### src/rtl/data_memory_pkg.sv
// rtl/data_memory_pkg.sv - shared types, defaults and init pattern for the data memory
// FSM state type, CPU-level default geometry and the power-up test pattern.
package data_memory_pkg;

  localparam int DMEM_DATA_W    = 8;
  localparam int DMEM_ADDR_W    = 8;
  localparam int DMEM_DEPTH     = 256;
  localparam int DMEM_INIT_HALF = 16;

  typedef enum logic {
    ST_INIT  = 1'b0,
    ST_READY = 1'b1
  } dmem_state_e;

  // Lower half counts up from 0, upper half counts down from -1, the rest is 0.
  function automatic logic [63:0] init_word(input int unsigned index,
                                            input int unsigned half,
                                            input int unsigned dw);
    logic [63:0] w;
    logic [63:0] mask;
    if (index < half) begin
      w = 64'(index);
    end else if (index < 2 * half) begin
      w = 64'd0 - 64'(index - half + 1);
    end else begin
      w = '0;
    end
    mask = (dw >= 64) ? '1 : ((64'd1 << dw) - 64'd1);
    return w & mask;
  endfunction

endpackage

### src/rtl/data_memory_array.sv
// rtl/data_memory_array.sv - word storage with one write port and a registered read port
// Reads return the pre-write contents when both ports hit the same word on one edge.
module data_memory_array #(
  parameter int DATA_W = 8,
  parameter int DEPTH  = 256,
  parameter int IDX_W  = 8
) (
  input  logic              clk,
  input  logic              we,
  input  logic [IDX_W-1:0]  waddr,
  input  logic [DATA_W-1:0] wdata,
  input  logic              re,
  input  logic [IDX_W-1:0]  raddr,
  output logic [DATA_W-1:0] rdata
);

  logic [DATA_W-1:0] mem [DEPTH];
  logic [DATA_W-1:0] rdata_q;

  always_ff @(posedge clk) begin
    if (we) begin
      mem[waddr] <= wdata;
    end
    if (re) begin
      rdata_q <= mem[raddr];
    end
  end

  assign rdata = rdata_q;

endmodule

### src/rtl/data_memory_param.sv
// rtl/data_memory_param.sv - parametrised data memory with init sequencer and handshake
// Holds the init FSM, request acceptance, range check and sticky error flag.
module data_memory_param
  import data_memory_pkg::*;
#(
  parameter int DATA_W    = DMEM_DATA_W,
  parameter int ADDR_W    = DMEM_ADDR_W,
  parameter int DEPTH     = DMEM_DEPTH,
  parameter int INIT_HALF = DMEM_INIT_HALF
) (
  input  logic              input_clk,
  input  logic              input_reset_n,
  input  logic              input_Valid,
  output logic              output_Ready,
  input  logic              input_Memread,
  input  logic              input_Memwrite,
  input  logic [ADDR_W-1:0] input_Address,
  input  logic [DATA_W-1:0] input_Writedata,
  output logic [DATA_W-1:0] output_Readdata,
  output logic              output_Readvalid,
  output logic              output_Busy,
  output logic              output_Error,
  input  logic              input_Clearerr
);

  localparam int IDX_W = (DEPTH > 1) ? $clog2(DEPTH) : 1;
  localparam int CNT_W = $clog2(DEPTH) + 1;

  dmem_state_e      state_q, state_d;
  logic [CNT_W-1:0] cnt_q, cnt_d;
  logic             busy_q, busy_d;
  logic             ready_q, ready_d;
  logic             rvalid_q, rvalid_d;
  logic             err_q, err_d;
  logic             zero_q, zero_d;

  logic              accept;
  logic              oor;
  logic              err_set;
  logic              arr_we;
  logic              arr_re;
  logic [IDX_W-1:0]  arr_waddr;
  logic [IDX_W-1:0]  req_idx;
  logic [DATA_W-1:0] arr_wdata;
  logic [DATA_W-1:0] arr_rdata;

  assign accept  = input_Valid && ready_q;
  assign oor     = 32'(input_Address) >= DEPTH;
  assign req_idx = IDX_W'(input_Address);

  always_comb begin
    state_d   = state_q;
    cnt_d     = cnt_q;
    busy_d    = busy_q;
    ready_d   = ready_q;
    rvalid_d  = 1'b0;
    zero_d    = zero_q;
    err_set   = 1'b0;
    arr_we    = 1'b0;
    arr_re    = 1'b0;
    arr_waddr = req_idx;
    arr_wdata = input_Writedata;

    if (state_q == ST_INIT) begin
      arr_we    = 1'b1;
      arr_waddr = IDX_W'(cnt_q);
      arr_wdata = DATA_W'(init_word(32'(cnt_q), INIT_HALF, DATA_W));
      cnt_d     = cnt_q + 1'b1;
      if (cnt_q == CNT_W'(DEPTH - 1)) begin
        state_d = ST_READY;
        busy_d  = 1'b0;
        ready_d = 1'b1;
      end
    end else if (accept) begin
      arr_we   = input_Memwrite && !oor;
      arr_re   = input_Memread && !oor;
      rvalid_d = input_Memread;
      if (input_Memread) begin
        zero_d = oor;
      end
      err_set = oor && (input_Memread || input_Memwrite);
    end

    // A new out-of-range hit wins over a clear on the same edge.
    if (err_set) begin
      err_d = 1'b1;
    end else if (input_Clearerr) begin
      err_d = 1'b0;
    end else begin
      err_d = err_q;
    end
  end

  always_ff @(posedge input_clk or negedge input_reset_n) begin
    if (!input_reset_n) begin
      state_q  <= ST_INIT;
      cnt_q    <= '0;
      busy_q   <= 1'b1;
      ready_q  <= 1'b0;
      rvalid_q <= 1'b0;
      err_q    <= 1'b0;
      zero_q   <= 1'b1;
    end else begin
      state_q  <= state_d;
      cnt_q    <= cnt_d;
      busy_q   <= busy_d;
      ready_q  <= ready_d;
      rvalid_q <= rvalid_d;
      err_q    <= err_d;
      zero_q   <= zero_d;
    end
  end

  data_memory_array #(
    .DATA_W (DATA_W),
    .DEPTH  (DEPTH),
    .IDX_W  (IDX_W)
  ) u_array (
    .clk   (input_clk),
    .we    (arr_we),
    .waddr (arr_waddr),
    .wdata (arr_wdata),
    .re    (arr_re),
    .raddr (req_idx),
    .rdata (arr_rdata)
  );

  // Array read data is not resettable, so reset and out-of-range reads mask it to zero.
  assign output_Readdata  = zero_q ? '0 : arr_rdata;
  assign output_Readvalid = rvalid_q;
  assign output_Busy      = busy_q;
  assign output_Ready     = ready_q;
  assign output_Error     = err_q;

endmodule

### config.mk
export PLATFORM = sky130hd
export DESIGN_NAME = data_memory_param
export DESIGN_NICKNAME = d
export VERILOG_FILES = /design/src/rtl/data_memory_pkg.sv /design/src/rtl/data_memory_array.sv /design/src/rtl/data_memory_param.sv
export SDC_FILE = /design/constraint.sdc
export NUM_CORES = 2
export LEC_CHECK = 0
export CORE_MARGIN = 10
export CORE_UTILIZATION = 30
export DETAILED_ROUTE_END_ITERATION = 8
export MAX_ROUTING_LAYER = met4
export PLACE_DENSITY = 0.42
export SLEW_MARGIN = 40
export SYNTH_ARGS = -nofsm -noshare
export SYNTH_HDL_FRONTEND = slang
export SYNTH_SLANG_ARGS = --single-unit
### constraint.sdc
create_clock -name input_clk -period 17.55 [get_ports input_clk]
set_input_delay 3.51 -clock input_clk [delete_from_list [all_inputs] [get_ports input_clk]]
set_output_delay 3.51 -clock input_clk [all_outputs]
set_load 0.01 [all_outputs]
==> metrics.yaml <==
ir_drop_mv: 0.102
synth-seq-cells: 2070
slew_headroom_pct: 42.5
synthesis.area_mm2: 0.0807
first_global_vias: 40600
grt_pass1_wl_um: 326000
drtAntennaViolNets: 0
final_nets: 4075
cts.clk_slew.worst_paths_ns: 0.06
cts_buffers: 223
r2r-end: "u_array.mem[52][0]"
hold_class: "flop to flop"
power_frac_comb_pct: 2.9
worstPathRequired_ns: 18.14
grt_start_max_net_pins: 106
vias_per_cell: 5.04
worstPathArrival_ns: 7.84
post-cts-setup-buffer-count: 0
clockBufferDepth: 3
timing.rr.start: "state_q"
async_flop_share_pct: 0.676
core_area_mm2: 0.268
dp_hpwl_um: 139000
num-fill-cells: 25000
die_w_um: 539
grt_overflow: 0
worstMarginPinSlew_ns: 0.859
setup_viol: 0
core.rowCount: 190
cp_max_fo: 54
root_buffer: "clkbuf_16"
cp-endpoint: "u_array.rdata[5]"
drive_above_1_share_pct: 26.5
yosys_warnings: 0
utilization_pct: 34.7
cp-startpoint: "input_Address[1]"
startpoint_type: "primary input"
chipHeight_um: 539
gp_congestion: 0.770
post_cts_resized: 0
io_buffers: 31
seq_area_frac_synth_pct: 76.9
cts.sinks: 2070
syn_area_per_cell_um2: 20.5
drc_errors: 0
rsz0062_at_grt: "false"
totalPowerFinal_w: 0.0102
reg2reg_depth: 6
whs_path_depth: 1
wl_um: 231000
cp-end-kind: "flop"
finalSetupTns_ns: 0
synth_cell_types: 76
vias: 39300
synth_nets: 3967
p_int_w: 0.00808
drt_iter0_drc: 3498
drv_cap: 0
start_util_pct: 30.1
cts_hold_buf: 0
drt_first_pass_iters: 5
p_clk_share_pct: 44.9
grt.total_usage_pct: 16.0
swShare_pct: 21.1
slew_violations: 0
criticalPathCategory: "primary input to flop"
skew_ns: 0.0408
postSynthCellCount: 3941
p_leak_nw: 26.1
cts_tree: "yes"
htree_levels: 4
finalCritPeriodShare_pct: 41.3
setup_slack_ns: 10.30
clk_latency_ns: 0.86
synth_enable_flop_cells: 2056
ys.flop_type: "edfxtp_1"
r2r_slack_ns: 13.38
area_growth_pct: 15.1
dp_slack_ns: 8.98
num_io_pins: 34
powerDensity_mw_per_mm2: 110
fin_crit_ns: 7.25
wire_per_inst_um: 29.7
seqPwrFrac_pct: 52.2
p_switching_w: 0.00216
status: "completed"
antenna_found_initial: 3
max_freq_mhz: 138
final_hold_viol_count: 0
die_area_mm2: 0.290
[Yosys cell counts, types with 4 or more instances]
cell | instances | area share, %
edfxtp_1 | 2056 | 76
mux4_2 | 419 | 12
nor2_1 | 281 | 1.3
mux2i_1 | 167 | 2.1
a22oi_1 | 151 | 1.4
clkbuf_1 | 102 | 0.47
nand2_1 | 94 | 0.44
a21oi_1 | 92 | 0.57
buf_2 | 68 | 0.42
o221ai_1 | 50 | 0.54
o21ai_0 | 35 | 0.22
nand3_1 | 33 | 0.20
buf_6 | 30 | 0.42
buf_4 | 27 | 0.25
o22ai_1 | 27 | 0.21
nor4_1 | 25 | 0.19
a211oi_1 | 22 | 0.20
nor2b_1 | 20 | 0.15
nand2b_1 | 16 | 0.12
a31oi_1 | 15 | 0.12
o2bb2ai_1 | 14 | 0.15
dfrtp_1 | 12 | 0.37
nor3_1 | 11 | 0.068
or3_1 | 10 | 0.077
xnor2_1 | 10 | 0.11
a221oi_1 | 9 | 0.098
and3_1 | 9 | 0.070
buf_12 | 9 | 0.22
a221o_1 | 8 | 0.099
buf_1 | 8 | 0.037
o31ai_1 | 8 | 0.074
inv_1 | 7 | 0.033
mux2_2 | 7 | 0.098
or2_2 | 7 | 0.054
a2111oi_0 | 6 | 0.065
and2_1 | 6 | 0.047
a22o_1 | 5 | 0.054
o21ai_1 | 5 | 0.031
buf_8 | 4 | 0.074
ha_1 | 4 | 0.062
[cells in the final DEF (no fill, tap or decap), types with 15 or more instances in the layout]
cell type	n
edfxtp_1	2056
mux4_2	419
clkbuf_16	227
nor2_2	195
mux2i_1	167
a22oi_1	151
a21oi_1	90
nor2_1	85
nand2_1	77
buf_4	68
clkinv_1	62
clkbuf_1	58
o221ai_1	50
clkinv_2	33
o21ai_0	29
o22ai_1	26
clkdlybuf4s50_1	24
buf_6	22
bufinv_16	18
a211oi_1	17
nand3_2	17
nand3_1	16
nand2_2	15
a31oi_1	15
[kinds of logic after synthesis]
logic type	synth area share [%]
compound gates	4.17
xor+xnor	0.119
fa+ha+maj	0.0620
buf+inv	1.93
flops	76.9
mux	13.9
other cells	0.00465
simple gates	2.94
[flip-flops by register name, summed over array words and instances, names as in the netlist]
name	count
cnt_q	9
output_Readvalid	1
state_q	1
zero_q	1
output_Ready	1
output_Busy	1
u_array.mem	2048
u_array.rdata	8
[area by class of cell]
| class | instances | area [µm²] | area share [%] |
|---|---|---|---|
| clock buffers | 287 | 5930 | 6.38 |
| repair buffers | 131 | 1280 | 1.38 |
| well taps | 3552 | 4440 | 4.78 |
| clock inverters | 130 | 1140 | 1.23 |
| flip-flops and latches | 2070 | 62100 | 66.8 |
| diodes | 2 | 5.00 | 0.00538 |
| multi-input cells | 1616 | 18000 | 19.4 |
| inverters | 7 | 26.3 | 0.0283 |
[critical path, cell delays in order]
cell	delay [ns]
buf_8	0.39
buf_4	0.54
buf_4	0.70
buf_6	0.59
mux4_2	0.44
o221ai_1	0.31
a31oi_1	0.25
nor4_2	0.79
nor4_1	0.08
[how the worst min path moves through the flow]
| stage | slack, ns | start | end |
|---|---|---|---|
| after global routing | 0.51 | output_Busy | output_Busy |
| after global placement | 0.48 | output_Busy | output_Busy |
| after CTS | 0.51 | output_Busy | output_Busy |
| after floorplan | 0.50 | output_Busy | output_Busy |
| final | 0.50 | output_Busy | output_Busy |
| after detailed placement | 0.50 | output_Busy | output_Busy |
[through the flow]
stage	hold WS (ns)	instance area [µm²]	cells
after floorplan	0.499	80700	3941
after global placement	0.484	84900	7370
after detailed placement	0.497	85600	7373
after CTS	0.508	92600	7790
after global routing	0.509	92900	7794
final	0.502	92900	7795
[routing by layer]
| metal | GRT usage [%] | share of wire, % |
|---|---|---|
| met4 | 4.20 | 2.4 |
| met1 | 21.8 | 45 |
| met2 | 25.2 | 48 |
| met3 | 2.24 | 4.1 |
| met5 | - | 0 |
[power by group through the flow]
stage | Clock, W | Sequential (W) | Combinational, W
after global routing | 0.00490 | 0.00535 | 0.000310
final | 0.00460 | 0.00535 | 0.000294
after floorplan | 0 | 0.00546 | 0.000185
after detailed placement | 0 | 0.00546 | 0.000298
after CTS | 0.00471 | 0.00535 | 0.000299
after global placement | 0 | 0.00546 | 0.000294
Power figures use the tool's default switching activity.
